`src/rtl/lcd_pkg.sv`:
```
// rtl/lcd_pkg.sv - shared state type and constants for the ILI9341 SPI transmitter
package lcd_pkg;

  typedef enum logic [1:0] {
    IDLE,
    SCK_LO,
    SCK_HI,
    CS_HOLD
  } lcd_state_t;

  localparam logic LCD_CMD  = 1'b0;
  localparam logic LCD_DATA = 1'b1;

  localparam int DEFAULT_FRECUENCY_IN  = 125000000;
  localparam int DEFAULT_FRECUENCY_SCK = 10000000;

endpackage

```
`src/rtl/sck_tick.sv`:
```
// rtl/sck_tick.sv - one-cycle enable every HALF system clocks, restartable
module sck_tick #(
  parameter int HALF = 6
) (
  input  logic clk,
  input  logic rst_n,
  input  logic en,
  input  logic restart,
  output logic tick
);

  localparam int CW = $clog2(HALF + 1);
  localparam logic [CW-1:0] TERM = CW'(HALF - 1);

  logic [CW-1:0] count;

  always_ff @(posedge clk or negedge rst_n) begin
    if (!rst_n) begin
      count <= '0;
    end else if (restart) begin
      count <= '0;
    end else if (en) begin
      count <= (count == TERM) ? '0 : count + 1'b1;
    end
  end

  assign tick = en && (count == TERM);

endmodule

```
`src/rtl/spi_lcd_tx.sv`:
```
// rtl/spi_lcd_tx.sv - byte-wide SPI mode-0 transmitter for the ILI9341 with D/C and chip-select framing
module spi_lcd_tx
  import lcd_pkg::*;
#(
  parameter int FRECUENCY_IN  = DEFAULT_FRECUENCY_IN,
  parameter int FRECUENCY_SCK = DEFAULT_FRECUENCY_SCK
) (
  input  logic       i_clk_FPGA,
  input  logic       i_rst_n,
  input  logic       i_valid,
  output logic       o_ready,
  input  logic [7:0] i_data,
  input  logic       i_dc,
  input  logic       i_last,
  output logic       o_sck,
  output logic       o_mosi,
  output logic       o_cs_n,
  output logic       o_dc,
  output logic       o_done
);

  localparam int HALF = (FRECUENCY_IN / FRECUENCY_SCK) / 2;

  if (HALF < 1) begin : g_half_check
    $fatal(1, "spi_lcd_tx: FRECUENCY_IN/FRECUENCY_SCK too small, HALF must be >= 1");
  end

  lcd_state_t state, state_next;
  logic [2:0] bit_cnt, bit_cnt_next;
  logic [7:0] shift, shift_next;
  logic       last_q, last_next;
  logic       cs_released, cs_released_next;
  logic       sck_next, mosi_next, cs_n_next, dc_next, done_next;
  logic       accept, tick;

  assign o_ready = (state == IDLE);
  assign accept  = i_valid && o_ready;

  sck_tick #(.HALF(HALF)) u_sck_tick (
    .clk     (i_clk_FPGA),
    .rst_n   (i_rst_n),
    .en      (state != IDLE),
    .restart (accept),
    .tick    (tick)
  );

  always_ff @(posedge i_clk_FPGA or negedge i_rst_n) begin
    if (!i_rst_n) begin
      state       <= IDLE;
      bit_cnt     <= '0;
      shift       <= '0;
      last_q      <= 1'b0;
      cs_released <= 1'b0;
      o_sck       <= 1'b0;
      o_mosi      <= 1'b0;
      o_cs_n      <= 1'b1;
      o_dc        <= 1'b0;
      o_done      <= 1'b0;
    end else begin
      state       <= state_next;
      bit_cnt     <= bit_cnt_next;
      shift       <= shift_next;
      last_q      <= last_next;
      cs_released <= cs_released_next;
      o_sck       <= sck_next;
      o_mosi      <= mosi_next;
      o_cs_n      <= cs_n_next;
      o_dc        <= dc_next;
      o_done      <= done_next;
    end
  end

  always_comb begin
    state_next       = state;
    bit_cnt_next     = bit_cnt;
    shift_next       = shift;
    last_next        = last_q;
    cs_released_next = cs_released;
    sck_next         = o_sck;
    mosi_next        = o_mosi;
    cs_n_next        = o_cs_n;
    dc_next          = o_dc;
    done_next        = 1'b0;

    case (state)
      IDLE: begin
        if (accept) begin
          state_next   = SCK_LO;
          bit_cnt_next = '0;
          shift_next   = {i_data[6:0], 1'b0};
          mosi_next    = i_data[7];
          dc_next      = i_dc;
          last_next    = i_last;
          cs_n_next    = 1'b0;
          sck_next     = 1'b0;
        end
      end

      SCK_LO: begin
        if (tick) begin
          state_next = SCK_HI;
          sck_next   = 1'b1;
        end
      end

      SCK_HI: begin
        if (tick) begin
          sck_next = 1'b0;
          if (bit_cnt == 3'd7) begin
            // MOSI keeps bit 0; CS stays low so a following byte can chain without a gap
            done_next    = 1'b1;
            bit_cnt_next = '0;
            if (last_q) begin
              state_next       = CS_HOLD;
              cs_released_next = 1'b0;
            end else begin
              state_next = IDLE;
            end
          end else begin
            state_next   = SCK_LO;
            bit_cnt_next = bit_cnt + 3'd1;
            mosi_next    = shift[7];
            shift_next   = {shift[6:0], 1'b0};
          end
        end
      end

      CS_HOLD: begin
        // first tick releases CS, second tick guarantees the CS-high time before re-arming
        if (tick) begin
          if (!cs_released) begin
            cs_n_next        = 1'b1;
            cs_released_next = 1'b1;
          end else begin
            state_next       = IDLE;
            cs_released_next = 1'b0;
          end
        end
      end

      default: state_next = IDLE;
    endcase
  end

endmodule

```
`config.mk`:
```
export PLATFORM = sky130hd
export DESIGN_NAME = spi_lcd_tx
export DESIGN_NICKNAME = d
export VERILOG_FILES = /design/src/rtl/lcd_pkg.sv /design/src/rtl/sck_tick.sv /design/src/rtl/spi_lcd_tx.sv
export SDC_FILE = /design/constraint.sdc
export NUM_CORES = 1
export LEC_CHECK = 0
export ABC_AREA = 1
export CAP_MARGIN = 20
export CORE_AREA = 4 4 76 78
export CTS_CLUSTER_DIAMETER = 120
export DETAILED_ROUTE_END_ITERATION = 8
export DIE_AREA = 0 0 80 82
export PLACE_DENSITY = 0.45
export SLEW_MARGIN = 10
export SYNTH_ARGS = -nofsm -noshare
export SYNTH_HDL_FRONTEND = slang
export SYNTH_HIERARCHICAL = 1
export SYNTH_SLANG_ARGS = --single-unit
```
`constraint.sdc`:
```
create_clock -name i_clk_FPGA -period 3.5 [get_ports i_clk_FPGA]
set_clock_uncertainty 0.05 [all_clocks]
set_input_delay 0.875 -clock i_clk_FPGA [delete_from_list [all_inputs] [get_ports i_clk_FPGA]]
set_output_delay 0.875 -clock i_clk_FPGA [all_outputs]
set_load 0.005 [all_outputs]
```
==> metrics.txt, run 1 <==
# diodes=0; Syn-to-layout area delta=24.9%; row cnt=26; minimum clock period=2.45 ns; I/O pin total=19; post-place setup slack=1.22 ns; met3 wire len=just over 90 um; DRC=0; Syn. warnings=6; crit-path cells=nor2_4 -> clkdlybuf4s50_1; Worst Setup Start Kind=flip-flop; FF+latch area=552 um^2; Syn Area/Cell=7.73 um^2; Min-Delay Path Class=reg2reg; CTS buffer count=3; CTS Hold Bufs=0; Post-Syn Nets=172; Vias/cell=4.18; initial drt markers=127; Worst Path Buf+Inv=1; post-route setup slack=1.05 ns; Max Cap Viol=0; first-pass GRT wire length=4.55 mm; Core ar.=5070 um^2; CTS tree=done; clk root buf=clkbuf_8; outcome=finished clean; CTS clock-pin slew for the worst setup and hold paths=0.08 ns; Final Cycle Share=0.699; PD cells=663 nW/um^2; hold slack final=between 0.4 and 0.5 ns; DIE HEIGHT=about 82 um; wire per inst=between 10 and 15 um; total gr overflow=0; crit-path max FO=12; Die Area=roughly 6600 um^2; placed wire-length estimate=between 1.5 and 2 mm; Worst Setup End Kind=output port; met2 WL post-DR=1.20 mm; final hold vios=0; GPL Wtd Cong=0.785; top sig layer=met4; share of layout cells above drive strength 1=0.114; H-Tree Level Count=1; initial antenna violation count=0; Mapped Cells=156; Worst Max-Slew Pin Slew=about 0.47 ns; Pwr Total=between 0.0009 and 0.001 W; setup bufs post-CTS=0; maximum buffer depth of the clock tree=2; GRT Util Overall=0.0882; unrepaired setup endpoints after global routing=false; initial core utilization=0.238; Slew headroom=0.687; crit path DAT=~1.5 ns; Skew-Pair Late Insertion Delay=0.26 ns; total negative slack=0 ns; largest net degree at the start of global routing=23; multi-input logic area=582 um^2; WL final=2.64 mm; CP peak stage delay=between 0.5 and 0.6 ns; antenna-violating nets left=0; IO buf count=18; Slew Limit Fails=0; die width=80 um; vias=about 1000; Critical Path RT=~2.6 ns; commonest non-fill, non-tap cells in the layout=nand2_1, nand3_1, dfrtp_1; Fillers=569; Mapped Area=1210 um^2; routed metal-1 wire length=1.30 mm; Max IR drop VDD=0.166 mV; number of global-route vias before repair=999; sequential area share after synthesis=0.457; final setup vio count=0; Pre-antenna DRT Iters=4; # clock sinks=22; family with the most delay on the worst path=flip-flops; commonest non-fill, non-tap cell in the layout=nand2_1; nets=192; #FFs+latches synth=22; Leakage Power=approximately 0.77 nW; Achievable Freq=0.409 GHz; kind of critical path=reg2out; Slowest cell on crit path=dfrtp_1; Synth cell types=22; post-CTS sizing=0
per-stage QoR:
step | area [um^2] | instances | util
2_1_floorplan | 1210 | 156 | -
3_3_place_gp | 1450 | 241 | 0.286
3_5_place_dp | 1450 | 241 | 0.286
4_1_cts | 1510 | 245 | 0.297
5_1_grt | 1510 | 245 | 0.297
6_report | 1510 | 245 | 0.297
cells by family (layout without fill, tap and decap cells):
logic type	after synthesis	count (layout)	share of synthesized area
compound gates	4	4	0.0218
fa+ha+maj	3	3	0.0311
buf+inv	14	33	0.0602
flops	22	22	0.457
simple gates	113	113	0.429
worst min-delay path, cell delays in order (launching register included):
cell and delay (ns):
dfstp_2 0.38, nand2_1 0.05, nand2_1 0.04
synth_stat cells:
cell type | n | area share
nand3_2 | 1 | 0.0083
inv_1 | 5 | 0.016
nand2_2 | 3 | 0.016
nand3_1 | 27 | 0.11
a21oi_1 | 1 | 0.0041
a21oi_2 | 1 | 0.0073
nand2_4 | 2 | 0.019
o21bai_1 | 1 | 0.0062
nor2_4 | 2 | 0.019
dfrtp_1 | 21 | 0.44
ha_1 | 3 | 0.031
nand4_1 | 1 | 0.0052
nand2_1 | 66 | 0.21
inv_2 | 3 | 0.0093
buf_2 | 3 | 0.012
dfstp_2 | 1 | 0.022
nor2_1 | 6 | 0.019
nor3_1 | 2 | 0.0083
buf_6 | 2 | 0.019
o21ai_1 | 1 | 0.0041
clkinv_2 | 1 | 0.0041
nand3b_1 | 3 | 0.019
worst paths after layout:
check | from | to | slack, ns | depth (start not counted)
hold / removal | o_cs_n$_DFFE_PN1P_ | o_cs_n$_DFFE_PN1P_ | 0.42 | 2
max in group asynchronous | i_rst_n | o_cs_n$_DFFE_PN1P_ | 2.22 | 2
min in group asynchronous | i_rst_n | o_mosi$_DFFE_PN0P_ | 0.90 | 2
hold reg to reg | o_cs_n$_DFFE_PN1P_ | o_cs_n$_DFFE_PN1P_ | 0.42 | 2
setup / recovery | state[0]$_DFFE_PN0P_ | o_ready | 1.05 | 2
setup reg to reg | state[0]$_DFFE_PN0P_ | shift[2]$_DFFE_PN0P_ | 1.18 | 9
power breakdown:
group / total (W) / internal, W / switching [W]
logic: 0.000392 / 0.000158 / 0.000234
registers: 0.000420 / 0.000343 / 0.0000777
clock network: 0.000187 / 0.000100 / 0.0000862
final cells by class:
type,instances,share of cell area
repair buffers,20,0.130
well taps,70,0.0581
multi-input cells,120,0.386
inverters,9,0.0233
flip-flops and latches,22,0.366
clock buffers,4,0.0365
sequential cells by signal (all words and copies together), names as in the netlist, 2 cells and up:
signal	cells
bit_cnt	3
shift	7
state	2
u_sck_tick/count	3
routing by layer:
metal  vias up  global-route usage
met5         -                   0
met3         4              0.0154
met1       464               0.117
met4         0              0.0405
li1        535                   -
met2        20               0.139
Power figures use the tool's default switching activity.
==> inputs of run 2 (changes only) <==
==> constraint.sdc (replaced) <==
create_clock -name i_clk_FPGA -period 2.5 [get_ports i_clk_FPGA]
set_clock_uncertainty 0.05 [all_clocks]
set_input_delay 0.625 -clock i_clk_FPGA [delete_from_list [all_inputs] [get_ports i_clk_FPGA]]
set_output_delay 0.625 -clock i_clk_FPGA [all_outputs]
set_load 0.005 [all_outputs]
==> metrics.txt, run 2 (same netlist as run 1, synthesis figures left out) <==
post-layout util=0.300 (+0.00296); total gr overflow=0 (unchanged); IO buf count=18 (unchanged); # diodes=0 (unchanged); max FFs per register=7 (unchanged); Min-Delay Path Class=reg2reg; post-CTS sizing=0 (unchanged); first-pass GRT wire length=4.70 mm (+3.2%); final setup vio count=0 (unchanged); Leakage Power=0.778 nW (+1.3%); Vias/cell=4.06 (-2.8%); maximum buffer depth of the clock tree=2 (unchanged); crit-path cells=nor2_4 -> clkdlybuf4s50_1; top flop regs=shift: 7 flops, bit_cnt: 3 flops, u_sck_tick/count: 3 flops; Achievable Freq=0.455 GHz; # clock sinks=22 (unchanged); H-Tree Level Count=1 (unchanged); share of layout cells above drive strength 1=0.124 (+0.0100); initial drt markers=92 (-28%); Finished Layout Cells=247 (+0.82%); Max Cap Viol=0 (unchanged); Max IR drop VDD=0.245 mV (+48%); unrepaired setup endpoints after global routing=false; Worst Max-Slew Pin Slew=0.432 ns (-0.0356 ns); Slew Limit Fails=0 (unchanged); Fillers=561 (-1.4%); setup bufs post-CTS=0 (unchanged); wire per inst=10.9 um (+1.3%); commonest non-fill, non-tap cell in the layout=nand2_1; GRT Util Overall=0.0891 (+0.000842); antenna-violating nets left=0 (unchanged); row cnt=26 (unchanged); largest net degree at the start of global routing=23 (unchanged); nets=194 (+1.0%); outcome=finished clean; Largest Register=shift; Worst Setup End Kind=output port; die width=80 um (unchanged); crit path DAT=1.52 ns (about the same); cell count after placement=243 (+0.83%); Worst Setup Start Kind=flip-flop; Syn-to-layout area delta=26.1%; initial core utilization=0.238 (unchanged); initial antenna violation count=0 (unchanged); Critical Path RT=1.82 ns (-0.75 ns); PD cells=931 nW/um^2 (+40%); CTS Hold Bufs=0 (unchanged); DRC=0 (unchanged); clk root buf=clkbuf_8; minimum clock period=about 2.2 ns; Core ar.=5070 um^2 (unchanged); Slew headroom=0.712 (+0.0249); I/O pin total=19 (unchanged); Final Cycle Share=0.879; placed wire-length estimate=1.94 mm (-0.16%); CP peak stage delay=0.53 ns (about the same); number of global-route vias before repair=975 (-2.4%); CTS tree=done; CTS buffer count=3 (unchanged); kind of critical path=reg2out; WL final=2.70 mm (+2.2%); Die Area=6560 um^2 (unchanged); final hold vios=0 (unchanged); total negative slack=0 ns (unchanged); DIE HEIGHT=82 um (unchanged); Pre-antenna DRT Iters=6 (+2); crit-path max FO=12 (unchanged); Slowest cell on crit path=dfrtp_1; GPL Wtd Cong=0.736 (-6.2%); commonest non-fill, non-tap cells in the layout=nand2_1, nand3_1, dfrtp_1; CTS clock-pin slew for the worst setup and hold paths=0.08 ns (about the same); vias=1002 (-2.1%); Skew-Pair Late Insertion Delay=0.26 ns (about the same)
==> run 2: final timing paths <==
check | endpoint | slack [ns] | startpoint | cells past startpoint
setup / recovery | o_ready | 0.30 | state[0]$_DFFE_PN0P_ | 2
hold / removal | o_cs_n$_DFFE_PN1P_ | 0.41 | o_cs_n$_DFFE_PN1P_ | 2
setup reg to reg | shift[4]$_DFFE_PN0P_ | 0.55 | state[0]$_DFFE_PN0P_ | 9
hold reg to reg | o_cs_n$_DFFE_PN1P_ | 0.41 | o_cs_n$_DFFE_PN1P_ | 2
max in group asynchronous | o_cs_n$_DFFE_PN1P_ | 1.45 | i_rst_n | 2
min in group asynchronous | o_mosi$_DFFE_PN0P_ | 0.66 | i_rst_n | 2
==> run 2: layout make-up <==
cell class	count	area (um^2)	share of cell area
clock buffer	4	55.1	0.0362
inverter	9	35.0	0.0230
multi-input combinational	120	582	0.382
sequential	22	552	0.363
tap	70	87.6	0.0576
timing repair buffer	22	210	0.138
==> run 2: stage by stage <==
stage / instance area [um^2] / total power, W / hold slack [ns] / worst slack [ns]
final: 1520 / 0.00142 / 0.414 / 0.303
after detailed placement: 1470 / 0.00117 / 0.407 / 0.577
after global routing: 1520 / 0.00156 / 0.447 / 0.245
after CTS: 1520 / 0.00144 / 0.419 / 0.293
after global placement: 1470 / 0.00117 / 0.405 / 0.596
after floorplan: 1210 / 0.000986 / 0.279 / 0.863
==> run 2: routing by layer <==
layer,vias up,part of all wire,global-route usage
met5,-,0,0
met3,4,0.028,0.0132
li1,539,-,-
met2,15,0.43,0.125
met4,0,0.012,0.0355
met1,444,0.53,0.134
==> run 2: worst max-delay path: cells and delay by family, from the launching register on <==
family	cells	cell delay, ns
flip-flops	1	0.53
buffers and inverters	1	0.52
AND/OR/NAND/NOR	1	0.21
==> run 2: power breakdown <==
part	internal [W]	total (W)	switching (W)
registers	0.000480	0.000606	0.000126
logic	0.000234	0.000554	0.000320
clock network	0.000140	0.000256	0.000116
==> inputs of run 3 (changes only) <==
--- a/config.mk
+++ b/config.mk
@@ -6,12 +6,13 @@
 export NUM_CORES = 1
 export LEC_CHECK = 0
 export ABC_AREA = 1
-export CAP_MARGIN = 20
+export ABC_CLOCK_PERIOD_IN_PS = 2500
 export CORE_AREA = 4 4 76 78
 export CTS_CLUSTER_DIAMETER = 120
 export DETAILED_ROUTE_END_ITERATION = 8
 export DIE_AREA = 0 0 80 82
-export PLACE_DENSITY = 0.45
+export DONT_BUFFER_PORTS = 1
+export PLACE_DENSITY = 0.4
 export SLEW_MARGIN = 10
 export SYNTH_ARGS = -nofsm -noshare
 export SYNTH_HDL_FRONTEND = slang
==> metrics.txt, run 3 (same netlist as run 1, synthesis figures left out) <==
Slew headroom=0.341 (-0.371); H-Tree Level Count=1 (unchanged); routed metal-1 wire length=1.32 mm (-6.8%); Worst Max-Slew Pin Slew=0.985 ns (+0.553 ns); CTS buffer count=3 (unchanged); commonest non-fill, non-tap cells in the layout=nand2_1, nand3_1, dfrtp_1; final setup vio count=0 (unchanged); Reg power frac=0.457 (+0.029); Worst Setup Start Kind=flip-flop; Finished Layout Cells=228 (-7.7%); Slowest cell on crit path=dfrtp_1; multi-input logic area=582 um^2 (unchanged); die width=80 um (unchanged); met2 WL post-DR=1.17 mm (about the same); Pint=0.000757 W (-11%); CP Launch Point=state[0]$_DFFE_PN0P_; cell count after placement=223 (-8.2%); final hold vios=0 (unchanged); post-route setup slack=0.462 ns (+0.159 ns); wire per inst=11.6 um (+6.4%); Max IR drop VDD=0.222 mV (-9.4%); cell mode on critical path=nand2_1; number of global-route vias before repair=982 (+0.72%); largest net degree at the start of global routing=22 (-4.3%); DIE HEIGHT=82 um (unchanged); share of layout cells above drive strength 1=0.120 (-0.00404); max FFs per register=7 (unchanged); unrepaired setup endpoints after global routing=false; Switching Fraction=0.418 (+0.0210); total gr overflow=0 (unchanged); Die Area=6560 um^2 (unchanged); vias=977 (-2.5%); maximum buffer depth of the clock tree=2 (unchanged); crit-path cells=inv_2 -> nand2_1 -> nand2_1 -> nor2_1 -> nand3_2 -> nand2_4 -> nand2_2 -> nand2_1 -> nand2_1; post-place setup slack=0.469 ns (-0.108 ns); crit path DAT=2.14 ns (+0.62 ns); initial antenna violation count=0 (unchanged); kind of critical path=reg2reg; Skew-Pair Late Insertion Delay=0.26 ns (about the same); PD cells=980 nW/um^2 (+5.3%); Vias/cell=4.29 (+5.6%); depth of the most critical reg-to-reg path=9 (unchanged); total negative slack=0 ns (unchanged); worst reg2reg startpoint=state[0]$_DFFE_PN0P_; minimum clock period=2.04 ns (-0.159 ns); antenna-violating nets left=0 (unchanged); CP peak stage delay=0.59 ns (+0.06 ns); WL final=2.65 mm (-1.7%); # clock sinks=22 (unchanged); Post-DP Area=1270 um^2 (-13%); Core ar.=5070 um^2 (unchanged); initial core utilization=0.238 (unchanged); crit-path max FO=12 (unchanged); Syn-to-layout area delta=9.96%; Fillers=573 (+2.1%); top sig layer=met4; nets=175 (-9.8%); Leakage Power=0.698 nW (-10%); GPL Wtd Cong=0.721 (-2.0%); FF+latch area=552 um^2 (unchanged); first-pass GRT wire length=4.59 mm (-2.3%); GRT Util Overall=0.0897 (+0.000669); outcome=finished clean; row cnt=26 (unchanged); RR Endpoint=shift[3]$_DFFE_PN0P_; top flop regs=shift: 7 flops, bit_cnt: 3 flops, u_sck_tick/count: 3 flops; Clock power frac=0.177 (-0.004); placed wire-length estimate=1.91 mm (-1.7%); Pre-antenna DRT Iters=4 (-2); initial drt markers=54 (-41%); net switching power figure=0.000543 W (-3.3%); commonest non-fill, non-tap cell in the layout=nand2_1; Largest Register=shift; Slew Limit Fails=0 (unchanged); IO buf count=0 (-18); Min-Delay Path Class=in2async; DRC=0 (unchanged); Achievable Freq=0.491 GHz (+7.8%); r2r setup slk=0.46 ns (-0.09 ns); # diodes=0 (unchanged); I/O pin total=19 (unchanged); clk root buf=clkbuf_8; Final Cycle Share=0.815 (-0.0635); CTS tree=done; Critical Path End=shift[3]$_DFFE_PN0P_; CTS clock-pin slew for the worst setup and hold paths=0.08 ns (about the same); met3 wire len=134 um (+76%); Comb pwr share=0.366 (-0.025); Worst Setup End Kind=flip-flop; Critical Path RT=2.60 ns (+0.78 ns); fin area=1330 um^2 (-13%); hold slack final=0.147 ns (-0.268 ns); Max Cap Viol=0 (unchanged)
## run 3: cell types whose count changed in the layout (fill, tap and decap cells not counted)
cell             previous run  this run
buf_4                       4         2
clkbuf_1                    0         1
clkbuf_8                    4         3
clkdlybuf4s50_1            18         0
dlygate4sd3_1               0         1
## run 3: critical path: cells and delay by family, from the launching register on
family	cells	cell delay, ns
simple gates	8	1.09
flops	1	0.59
buf+inv	1	0.19
## run 3: area by class of cell
cell class,instances,area share
Clock buffer,4,0.0340
Inverter,9,0.0264
Multi-Input combinational cell,120,0.439
Sequential cell,22,0.416
Tap cell,70,0.0660
Timing Repair Buffer,3,0.0189
## run 3: how the worst min path moves through the flow
| stage | end | slack [ns] | cells after the start |
|---|---|---|---|
| after floorplan | bit_cnt[0]$_DFFE_PN0P_ | 0.28 | 0 |
| after global placement | shift[3]$_DFFE_PN0P_ | 0.28 | 0 |
| after detailed placement | shift[3]$_DFFE_PN0P_ | 0.28 | 0 |
| after CTS | o_cs_n$_DFFE_PN1P_ | 0.14 | 0 |
| after global routing | o_cs_n$_DFFE_PN1P_ | 0.13 | 0 |
| final | o_cs_n$_DFFE_PN1P_ | 0.15 | 0 |
## run 3: timing repair
item / 4_1_cts / 5_1_grt
hold buffers: 1 / 0
endpoints found under the hold margin: 21 / 0
setup endpoints to repair: 0 / 0
setup buffers: 0 / 0
gates resized for setup: 0 / 0
## run 3: per-layer routing
layer,up-vias,track usage
met3,2,0.0263
li1,506,-
met4,0,0.0304
met2,13,0.137
met1,456,0.121
met5,-,0
## run 3: stage by stage
stage	total power [W]	utilization
after floorplan	0.000986	-
after global placement	0.00108	0.250
after detailed placement	0.00108	0.250
after CTS	0.00132	0.261
after global routing	0.00142	0.261
final	0.00130	0.261
## run 3: power by group through the flow
stage / registers, W / logic, W / clock network [W]
6_report: 0.000594 / 0.000476 / 0.000230
5_1_grt: 0.000614 / 0.000558 / 0.000252
4_1_cts: 0.000595 / 0.000485 / 0.000239
3_5_place_dp: 0.000600 / 0.000477 / 0
3_3_place_gp: 0.000604 / 0.000476 / 0
2_1_floorplan: 0.000559 / 0.000427 / 0
